## config.mk

```make
export PLATFORM = sky130hd
export DESIGN_NAME = round_controller
export DESIGN_NICKNAME = d
export VERILOG_FILES = /design/src/rtl/round_controller.sv
export SDC_FILE = /design/constraint.sdc
export NUM_CORES = 1
export LEC_CHECK = 0
export CAP_MARGIN = 0
export CORE_MARGIN = 5
export CORE_UTILIZATION = 40
export DETAILED_ROUTE_END_ITERATION = 16
export GPL_TIMING_DRIVEN = 0
export PLACE_DENSITY = 0.64
export SLEW_MARGIN = 10
export SYNTH_ARGS = -nofsm -noshare
export SYNTH_HDL_FRONTEND = slang
export SYNTH_SLANG_ARGS = --single-unit
```

## constraint.sdc

```tcl
create_clock -name clk -period 6 [get_ports clk]
set_clock_uncertainty 0.05 [all_clocks]
set_input_delay 1.2 -clock clk [delete_from_list [all_inputs] [get_ports clk]]
set_output_delay 1.2 -clock clk [all_outputs]
set_load 0.03 [all_outputs]
```

## src/rtl/round_controller.sv

```systemverilog
// Match-level sequencer: IDLE -> INTRO -> FIGHT -> KO -> (INTRO | MATCH_OVER), driving the health block reset and attack gating.
// Optional round timer is built only when ROUND_TIMER_EN is defined; otherwise timer reads 0 and rounds end only on KO.
module round_controller #(
    parameter int unsigned TICK_DIV      = 100_000_000,
    parameter int unsigned ROUND_TIME    = 99,
    parameter int unsigned INTRO_TICKS   = 3,
    parameter int unsigned KO_HOLD_TICKS = 2,
    parameter int unsigned ROUNDS_TO_WIN = 2,
    parameter int unsigned MAX_ROUNDS    = 5
) (
    input  logic       clk,
    input  logic       reset_n,
    input  logic       start,
    input  logic [8:0] health_1,
    input  logic [8:0] health_2,
    output logic       hm_reset,
    output logic       fight_en,
    output logic [2:0] phase,
    output logic [2:0] round_num,
    output logic [6:0] timer,
    output logic [1:0] wins_1,
    output logic [1:0] wins_2,
    output logic [1:0] round_winner,
    output logic [1:0] match_winner,
    output logic       round_done
);

    localparam int unsigned TCW     = (TICK_DIV > 1) ? $clog2(TICK_DIV) : 1;
    localparam int unsigned CNT_MAX = (INTRO_TICKS > KO_HOLD_TICKS) ? INTRO_TICKS : KO_HOLD_TICKS;
    localparam int unsigned PCW     = (CNT_MAX > 1) ? $clog2(CNT_MAX + 1) : 1;
    localparam int unsigned TMW     = 7;
    localparam int unsigned WW      = 2;
    localparam int unsigned RW      = 3;

    localparam logic [1:0] WIN_NONE = 2'b00;
    localparam logic [1:0] WIN_P1   = 2'b01;
    localparam logic [1:0] WIN_P2   = 2'b10;
    localparam logic [1:0] WIN_DRAW = 2'b11;

    typedef enum logic [2:0] {
        ST_IDLE  = 3'd0,
        ST_INTRO = 3'd1,
        ST_FIGHT = 3'd2,
        ST_KO    = 3'd3,
        ST_OVER  = 3'd4
    } state_e;

    state_e          state_q, state_d;
    logic [TCW-1:0]  tick_cnt_q, tick_cnt_d;
    logic [PCW-1:0]  pcnt_q, pcnt_d;
    logic [RW-1:0]   round_q, round_d;
    logic [WW-1:0]   wins1_q, wins1_d;
    logic [WW-1:0]   wins2_q, wins2_d;
    logic [1:0]      rwin_q, rwin_d;
    logic [1:0]      mwin_q, mwin_d;
    logic            hm_reset_q, hm_reset_d;
    logic            fight_en_q, fight_en_d;
    logic            round_done_q, round_done_d;
    logic            tick;
    logic            timeout;
    logic            ko_hit;
    logic [1:0]      ko_win;
    logic            enter_intro;

`ifdef ROUND_TIMER_EN
    logic [TMW-1:0]  timer_q, timer_d;
    assign timeout = (timer_q == '0);
    assign timer   = timer_q;
`else
    logic            unused_round_time;
    assign unused_round_time = ^TMW'(ROUND_TIME);
    assign timeout = 1'b0;
    assign timer   = '0;
`endif

    assign tick = (tick_cnt_q == TCW'(TICK_DIV - 1));

    // Round outcome: double KO, single KO, then timeout decided on remaining health.
    always_comb begin
        ko_hit = 1'b1;
        ko_win = WIN_NONE;
        if (health_1 == '0 && health_2 == '0) begin
            ko_win = WIN_DRAW;
        end else if (health_2 == '0) begin
            ko_win = WIN_P1;
        end else if (health_1 == '0) begin
            ko_win = WIN_P2;
        end else if (timeout) begin
            if (health_1 > health_2) begin
                ko_win = WIN_P1;
            end else if (health_2 > health_1) begin
                ko_win = WIN_P2;
            end else begin
                ko_win = WIN_DRAW;
            end
        end else begin
            ko_hit = 1'b0;
        end
    end

    // Next-state and registered-output logic.
    always_comb begin
        state_d      = state_q;
        pcnt_d       = pcnt_q;
        round_d      = round_q;
        wins1_d      = wins1_q;
        wins2_d      = wins2_q;
        rwin_d       = rwin_q;
        mwin_d       = mwin_q;
        round_done_d = 1'b0;
`ifdef ROUND_TIMER_EN
        timer_d      = timer_q;
`endif

        case (state_q)
            ST_IDLE, ST_OVER: begin
                if (start) begin
                    state_d = ST_INTRO;
                    wins1_d = '0;
                    wins2_d = '0;
                    round_d = RW'(1);
                end
            end
            ST_INTRO: begin
                if (tick) begin
                    if (pcnt_q <= PCW'(1)) begin
                        state_d = ST_FIGHT;
`ifdef ROUND_TIMER_EN
                        timer_d = TMW'(ROUND_TIME);
`endif
                    end else begin
                        pcnt_d = pcnt_q - PCW'(1);
                    end
                end
            end
            ST_FIGHT: begin
`ifdef ROUND_TIMER_EN
                if (tick && timer_q != '0) begin
                    timer_d = timer_q - TMW'(1);
                end
`endif
                if (ko_hit) begin
                    state_d      = ST_KO;
                    rwin_d       = ko_win;
                    round_done_d = 1'b1;
                    pcnt_d       = PCW'(KO_HOLD_TICKS);
                    if (ko_win == WIN_P1 && wins1_q < WW'(ROUNDS_TO_WIN)) begin
                        wins1_d = wins1_q + WW'(1);
                    end
                    if (ko_win == WIN_P2 && wins2_q < WW'(ROUNDS_TO_WIN)) begin
                        wins2_d = wins2_q + WW'(1);
                    end
                end
            end
            ST_KO: begin
                if (tick) begin
                    if (pcnt_q <= PCW'(1)) begin
                        if (wins1_q == WW'(ROUNDS_TO_WIN)) begin
                            state_d = ST_OVER;
                            mwin_d  = WIN_P1;
                        end else if (wins2_q == WW'(ROUNDS_TO_WIN)) begin
                            state_d = ST_OVER;
                            mwin_d  = WIN_P2;
                        end else if (round_q == RW'(MAX_ROUNDS)) begin
                            state_d = ST_OVER;
                            if (wins1_q > wins2_q) begin
                                mwin_d = WIN_P1;
                            end else if (wins2_q > wins1_q) begin
                                mwin_d = WIN_P2;
                            end else begin
                                mwin_d = WIN_DRAW;
                            end
                        end else begin
                            state_d = ST_INTRO;
                            round_d = round_q + RW'(1);
                        end
                    end else begin
                        pcnt_d = pcnt_q - PCW'(1);
                    end
                end
            end
            default: begin
                state_d = ST_IDLE;
            end
        endcase

        // Every INTRO entry restarts the health block and clears the round result.
        enter_intro = (state_d == ST_INTRO) && (state_q != ST_INTRO);
        if (enter_intro) begin
            rwin_d = WIN_NONE;
            pcnt_d = PCW'(INTRO_TICKS);
        end
        if (state_d != ST_OVER) begin
            mwin_d = WIN_NONE;
        end

        hm_reset_d = (state_d == ST_IDLE) || enter_intro;
        fight_en_d = (state_d == ST_FIGHT);
        tick_cnt_d = (state_d != state_q || tick) ? '0 : tick_cnt_q + TCW'(1);
    end

    always_ff @(posedge clk or negedge reset_n) begin
        if (!reset_n) begin
            state_q      <= ST_IDLE;
            tick_cnt_q   <= '0;
            pcnt_q       <= '0;
            round_q      <= '0;
            wins1_q      <= '0;
            wins2_q      <= '0;
            rwin_q       <= WIN_NONE;
            mwin_q       <= WIN_NONE;
            hm_reset_q   <= 1'b1;
            fight_en_q   <= 1'b0;
            round_done_q <= 1'b0;
`ifdef ROUND_TIMER_EN
            timer_q      <= '0;
`endif
        end else begin
            state_q      <= state_d;
            tick_cnt_q   <= tick_cnt_d;
            pcnt_q       <= pcnt_d;
            round_q      <= round_d;
            wins1_q      <= wins1_d;
            wins2_q      <= wins2_d;
            rwin_q       <= rwin_d;
            mwin_q       <= mwin_d;
            hm_reset_q   <= hm_reset_d;
            fight_en_q   <= fight_en_d;
            round_done_q <= round_done_d;
`ifdef ROUND_TIMER_EN
            timer_q      <= timer_d;
`endif
        end
    end

    assign phase        = state_q;
    assign round_num    = round_q;
    assign wins_1       = wins1_q;
    assign wins_2       = wins2_q;
    assign round_winner = rwin_q;
    assign match_winner = mwin_q;
    assign hm_reset     = hm_reset_q;
    assign fight_en     = fight_en_q;
    assign round_done   = round_done_q;

endmodule
```

# Word-level counts from Yosys, hierarchy flattened
# Cells that the tools add are included.
# totals
inputBits,21
register_bits,46
wordCells,125
# op_classes
addsub,5
n_lt_le_gt_ge,5
n_eq_ne,27
reduce_logical,27
muxes,50
# ops
op,n
$mux W2,23
$mux W3,15
$add A27 B1 Y27 const B,1
$eq A27 B27 Y1 const B,1
$mux W27,1
$logic_not A9 Y1,2
$ne A2 B2 Y1 const B,9
$reduce_and A4 Y1,4
$reduce_bool A2 Y1,7
$pmux W2 S2,3
$pmux W3 S4,1
$eq A3 B2 Y1 const B,3
$ne A3 B3 Y1 const B,3
$reduce_and A7 Y1,1
$eq A2 B2 Y1 const B,3
$eq A3 B1 Y1 const B,2
$eq A3 B3 Y1 const B,2
$logic_not A3 Y1,2
$mux W1,6
$ne A3 B1 Y1 const B,2
$pmux W3 S2,1
$add A2 B1 Y2 const B,2
$gt A2 B2 Y1,2
$logic_and A1 B1 Y1,4
other kinds (11),14

# Logic depth before layout (Yosys ltp)
# Gate-level depths: netlist (run 1).
# depth
ltp_word,11
mapped_depth,8
ltp_nobuf,8

# Worst setup path after synthesis (run 1)
# No wires, ideal clock.
# synth_timing
path_kind,in2reg
start,input health_1[2]
end,register tick_cnt_q[18]
stages,7
setup_time_ns,0.121
arrival_time_ns,2.920
path_slack_ns,2.909
path_cell_list,or4_1 nor4_4 o21a_2 nor3_1 o221ai_2 buf_2 nor2_1
# synth_via
elab_chain_cells,9
elab_cells_between_ends,10
cone_classes,1 x eq/ne; 6 x mux; 3 x reduce/logical
# synth_rtl
element,line,text
"start, declared",14,"input logic [8:0] health_1,"
$logic_not A9 Y1 *,"82, 86",
$mux W1,86,end else if (health_1 == '0) begin
$mux W1,84,end else if (health_2 == '0) begin
$mux W1 *,82,if (health_1 == '0 && health_2 == '0) begin
$mux W3 *,142,if (ko_hit) begin
$pmux W3 S4 *,115,case (state_q)
$ne A3 B3 Y1 *,199,tick_cnt_d = (state_d != state_q || tick) ? '0 : tick_cnt_q + TCW'(1);
$logic_or A1 B1 Y1 *,199,
$mux W27 *,199,
net tick_cnt_d[18],49,"logic [TCW-1:0] tick_cnt_q, tick_cnt_d;"
"end signal, assigned",220,tick_cnt_q <= tick_cnt_d;
"end, declared",49,
# The timed path passes the listed nets; every way through them passes the cells marked *.
# A chain may end at the register's enable or synchronous reset.

# Final worst setup path (run 1)
# layout_timing
start,input health_1[2]
end,register tick_cnt_q[13]
# The elaborated chain is that of the path after synthesis.

==> metrics.md, run 1 <==
| Metric | Value |
|---|---|
| # hold bufs at CTS | `0` |
| Overall Power | `672 uW` |
| Design Area, Final | `3120 um2` |
| Syn avg cell area | `9.76 um2` |
| Area Growth Syn to Fin | `23.0%` |
| CP cell instances | `clkdlybuf4s50_1 -> or4_1 -> nor4_4 -> o21a_2 -> nor3_1 -> o221ai_2 -> buf_2 -> nor2_1` |
| Die ar. | `8040 um2` |
| # diodes | `0` |
| CP required | `6.13 ns` |
| Util after Layout | `49.7%` |
| Routed vias/inst | `4.98` |
| Pin count of the biggest net entering global routing | `36` |
| Initial antenna violation count | `0` |
| Multi-input gate area | `1270 um2` |
| Multiplexer share of the synthesized area | `0%` |
| Ys async rst share | `100%` |
| Top Family by Delay on Critical Path | `simple AND/OR/NAND/NOR gates` |
| Slowest stage cell, crit path | `or4_1` |
| Clock Path Buffers | `2` |
| Pins Over Slew Limit | `0` |
| XOR/XNOR share of the synthesized area | `8.97%` |
| Cell Pwr Density | `215 nW/um2` |
| Status | `finished, final reports clean` |
| Resize count post-CTS | `0` |
| Die Span Y | `89.6 um` |
| Worst Path Buf+Inv | `2` |
| Detail Route Antenna Nets | `0` |
| Routed wire length on met3 | `181 um` |
| DRT met1 WL | `2490 um` |
| Fillcell total | `602` |
| Synth Cell Area | `2540 um2` |
| Period utilization | `58.8%` |
| Die span in x | `89.6 um` |
| Remaining DRCs | `0` |
| Worst path arrival time | `3.66 ns` |
| #FFs+latches synth | `46` |
| Ys flop type | `dfrtp_1` |
| Final setup TNS | `0 ns` |
| Critical Path Start Type | `input pin` |
| TritonRoute pass-1 iters | `4` |
| Worst slew pin tran | `0.695 ns` |
| Initial Util | `40.4%` |
| Synth cell types | `51` |
| Adder-cell share of the synthesized area | `3.94%` |
| Post-CTS Repair Setup Buffers | `0` |
| Pleak | `0.00136 uW` |
| Setup Viol. Count Final | `0` |
| DP HPWL | `3940 um` |
| Final GP Congestion | `0.782` |
| Setup Crit Path Kind | `in -> reg` |
| Num CTS Buffers | `5` |
| Cells after Synth | `260` |
| Vias in the first global route | `1887` |
| Uppermost layer routed | `met4` |
| Final #Nets | `340` |
| Compound-cell area share of the yosys netlist | `7.54%` |
| Largest family of logic cells by synthesized area | `simple AND/OR/NAND/NOR gates` |
| Sink Count | `46` |
| GRT Overall Usage | `14.0%` |
| Initial DRC Count | `79` |
| Site Rows | `29` |
| Max-Cap Viols | `0` |
| H-tree levels | `2` |
| Clock Latency Late Sink | `0.29 ns` |
| Placed Cells | `381` |
| Post-Synth Simple-Gate Area | `28.6%` |
| Ys Warns | `0` |
| First-pass GRT wire length | `8860 um` |
| Sequential element share of the synthesized area | `45.4%` |
| Peak VDD IR | `0.000161 V` |
| Storage cell area | `1150 um2` |
| Slew HR | `53.6%` |
| Met2 routed wirelength | `2560 um` |
| RSZ-0062 raised after global routing | `no` |
| CORE AREA | `6280 um2` |
| Fraction of layout cells with a size suffix above 1 | `13.5%` |
| Min-delay worst type | `reg -> reg` |
| Wire per inst | `13.5 um` |
| Ports | `45` |
| Post-synth EDFFs | `0` |
| Final cell count without fillers | `389` |
| Gr ovfl total | `0` |
| Vias | `1937` |
| Critical Path Fanout Max | `10` |
| TritonCTS clock tree | `done` |
| Port Buf Inserts | `37` |
| Min Tclk post-route | `3.53 ns` |
| DRT Wirelength | `5250 um` |
| Critical Path Max Stage Delay | `0.57 ns` |
| Post-DP Area | `3040 um2` |
| Clock Pin Slew Worst Setup and Hold Paths | `0.08 ns` |
| Clock root buffer | `clkbuf_8` |
| Final hold viol count | `0` |
| CP endpoint kind | `flip-flop` |
| Max frequency | `0.284 GHz` |
[synth_stat cells (all sizes together), types with 6 or more instances]
| cell type | number | area (um2) |
|---|---|---|
| buf | 9 | 62.6 |
| dfrtp | 45 | 1130 |
| ha | 8 | 100 |
| inv | 8 | 30.0 |
| nand2 | 25 | 93.8 |
| nand3 | 9 | 45.0 |
| nand4 | 9 | 62.6 |
| nor2 | 45 | 169 |
| nor3 | 12 | 60.1 |
| nor4 | 6 | 67.6 |
| o21ai | 8 | 40.0 |
| xnor2 | 11 | 96.3 |
| xor2 | 15 | 131 |
[layout make-up]
cell class	count	area share (%)
tap	77	3.09
inverter	8	0.962
clock buffer	8	2.57
buffer	13	3.45
sequential	46	36.9
timing repair buffer	38	12.3
multi-input combinational	199	40.7
[cells in the final DEF, fill, tap and decap left out, types with 3 or more instances in the layout]
master,n
and4_1,3
buf_2,3
buf_4,7
clkbuf_1,5
clkbuf_8,5
clkdlybuf4s50_1,36
conb_1,7
dfrtp_1,45
ha_1,8
inv_1,8
nand2_1,25
nand3_1,9
nand4_1,8
nor2_1,45
nor3_1,12
nor4_1,4
o21ai_0,8
or3_1,3
xnor2_1,11
xor2_1,15
[stage by stage]
step,hold slack (ns),setup WS (ns)
3_5_place_dp,0.440,2.14
3_3_place_gp,0.422,2.16
5_1_grt,0.467,2.35
2_1_floorplan,0.398,2.91
4_1_cts,0.451,2.46
6_report,0.445,2.47
[state kept, by name, summed over array words and instances (netlist names)]
name / flops
phase: 3
pcnt_q: 2
fight_en: 1
wins_1: 2
round_done: 1
tick_cnt_q: 27
round_winner: 2
hm_reset: 1
wins_2: 2
round_num: 3
match_winner: 2
[worst reg2reg max path, delay by kind of cell, from the launching register on]
family	cells	cell delay, ns
AOI/OAI and AO/OA	2	0.78
adders and majority gates	1	0.22
buffers and inverters	1	0.31
DFF	1	0.39
and+or+nand+nor	3	0.81
[where the power goes]
group | switching, uW | internal, uW
sequential | 23.2 | 332
clock | 100 | 83.0
combinational | 69.8 | 63.6
[path summary, 6_finish.rpt]
| kind | from | to | slack [ns] | cells past startpoint |
|---|---|---|---|---|
| min in group asynchronous | reset_n | wins_2[0] | 0.73 | 1 |
| worst max register to register | tick_cnt_q[0] | tick_cnt_q[13] | 3.33 | 7 |
| worst min-delay path | tick_cnt_q[0] | tick_cnt_q[0] | 0.44 | 1 |
| worst min register to register | tick_cnt_q[0] | tick_cnt_q[0] | 0.44 | 1 |
| max in group asynchronous | reset_n | tick_cnt_q[5] | 4.69 | 2 |
| worst max-delay path | health_1[2] | tick_cnt_q[13] | 2.47 | 8 |
[logic make-up after synthesis]
family | after synthesis
flops | 46
xor+xnor | 26
fa+ha+maj | 8
buf+inv | 21
simple gates | 134
other cells | 1
compound gates | 24
[per-layer routing]
metal,global-route usage [%],up-vias
li1,-,992
met1,18.6,918
met2,24.1,25
met3,2.83,2
met4,2.03,0
met5,0,-
(Power assumes the default switching activity.)
==> inputs of run 2 (changes only) <==
PLACE_DENSITY = 0.67   (was 0.64)
clock period = 3 ns   (was 6 ns; I/O delays follow)
==> run 2 against run 1 <==
Die area is the same. Core utilization is 1.2 points higher. Largest power group unchanged. Clock power rose to 3.1 times the previous value. Non-clock buffer count is the same. Critical path depth unchanged. Worst setup slack got worse by 2.3 ns. Final cell count did not move. First-iteration DRC count increased by 10%. Critical path type unchanged.
==> metrics.md, run 2 (synthesized netlist as in run 1, its figures left out) <==
| Metric | Value |
|---|---|
| R2R setup slack | `0.44 ns` |
| Worst slew pin tran | `0.671 ns` |
| Period utilization | `93.2%` |
| Critical Path Start Type | `input pin` |
| TritonCTS clock tree | `done` |
| Clock root buffer | `clkbuf_8` |
| Largest register by flop count | `tick_cnt_q` |
| Die span in x | `89.6 um` |
| Max reg flops | `27` |
| DP HPWL | `3920 um` |
| Die Span Y | `89.6 um` |
| Fraction of layout cells with a size suffix above 1 | `14.4%` |
| DRT Wirelength | `5190 um` |
| Initial antenna violation count | `0` |
| Clock Latency Late Sink | `0.30 ns` |
| Final #Nets | `340` |
| Placed Cells | `381` |
| Area Growth Syn to Fin | `25.9%` |
| Setup Viol. Count Final | `0` |
| Resize count post-CTS | `0` |
| Min Tclk post-route | `2.80 ns` |
| CP endpoint kind | `flip-flop` |
| Ports | `45` |
| Final GP Congestion | `0.807` |
| Initial DRC Count | `87` |
| Pleak | `0.00139 uW` |
| Remaining DRCs | `0` |
| Sink Count | `46` |
| Site Rows | `29` |
| Max-Cap Viols | `0` |
| Final hold viol count | `0` |
| CP required | `3.13 ns` |
| Gr ovfl total | `0` |
| H-tree levels | `2` |
| Worst path arrival time | `2.93 ns` |
| Pins Over Slew Limit | `0` |
| Wire per inst | `13.3 um` |
| Vias | `1977` |
| Critical Path Fanout Max | `10` |
| Clock Pin Slew Worst Setup and Hold Paths | `0.09 ns` |
| Status | `finished, final reports clean` |
| Cell Pwr Density | `484 nW/um2` |
| Post-DP Area | `3040 um2` |
| Max frequency | `0.358 GHz` |
| Peak VDD IR | `0.000246 V` |
| Slew HR | `55.2%` |
| Die ar. | `8040 um2` |
| Routed vias/inst | `5.08` |
| Fillcell total | `566` |
| TritonRoute pass-1 iters | `4` |
| Design Area, Final | `3200 um2` |
| Min-delay worst type | `in -> async` |
| Initial Util | `40.4%` |
| GRT Overall Usage | `13.7%` |
| First-pass GRT wire length | `8630 um` |
| # diodes | `0` |
| CORE AREA | `6280 um2` |
| # hold bufs at CTS | `0` |
| Setup Crit Path Kind | `in -> reg` |
| Final cell count without fillers | `389` |
| Pin count of the biggest net entering global routing | `28` |
| Final setup TNS | `0 ns` |
| Detail Route Antenna Nets | `0` |
| Vias in the first global route | `1843` |
| Port Buf Inserts | `37` |
| RSZ-0062 raised after global routing | `no` |
| Num CTS Buffers | `5` |
| Post-CTS Repair Setup Buffers | `0` |
| Clock Path Buffers | `2` |
| Commonest non-fill, non-tap cells in the layout | `nor2_1 (45), dfrtp_1 (45), clkdlybuf4s50_1 (36)` |
## run 2: worst paths after layout
check / startpoint / end / depth (start not counted)
min in group clk: tick_cnt_q[0] / tick_cnt_q[0] / 1
worst max register to register: pcnt_q[1] / round_num[2] / 8
worst max-delay path: health_1[2] / tick_cnt_q[15] / 8
worst min register to register: tick_cnt_q[0] / tick_cnt_q[0] / 1
worst min-delay path: reset_n / wins_2[0] / 1
max in group asynchronous: reset_n / hm_reset / 2
## run 2: where the power goes
part	switching [uW]	internal [uW]
Combinational	139	129
Sequential	46.2	664
Clock	213	355
## run 2: worst max-delay path, stage by stage
cell and delay, ns:
clkdlybuf4s50_1 0.39, or4_1 0.56, nor4_4 0.33, o21a_2 0.29, nor3_1 0.09, o221ai_4 0.29
buf_2 0.29, nor2_1 0.08
## run 2: routing by layer
metal,vias to the layer above,track usage (%),routed length (um)
li1,991,-,-
met1,942,17.8,2340
met2,38,22.3,2540
met3,6,3.38,236
met4,0,4.74,64
met5,-,0,0
## run 2: per-stage QoR
| stage | hold WS (ns) | worst slack (ns) | utilization [%] | power [uW] |
|---|---|---|---|---|
| finish | 0.205 | 0.204 | 50.9 | 1550 |
| global placement | 0.421 | -0.198 | 48.2 | 980 |
| CTS | 0.220 | 0.0780 | 50.7 | 1560 |
| floorplan | 0.254 | 0.509 | - | 893 |
| global route | 0.236 | 0.0294 | 50.9 | 1630 |
| detailed placement | 0.442 | -0.216 | 48.5 | 992 |
## run 2: layout make-up
class | count | area, um2 | area share (%)
clock buffer | 6 | 82.6 | 2.58
buffer | 13 | 108 | 3.37
timing repair buffer | 38 | 385 | 12.1
tap | 77 | 96.3 | 3.01
inverter | 8 | 30.0 | 0.940
clock inverter | 2 | 60.1 | 1.88
sequential | 46 | 1150 | 36.1
multi-input combinational | 199 | 1280 | 40.1
==> inputs of run 3 (changes only) <==
SKIP_LAST_GASP = 1   (was default)
==> results of run 3 <==
No change in the layout: final DEF, timing and power equal those of run 2.
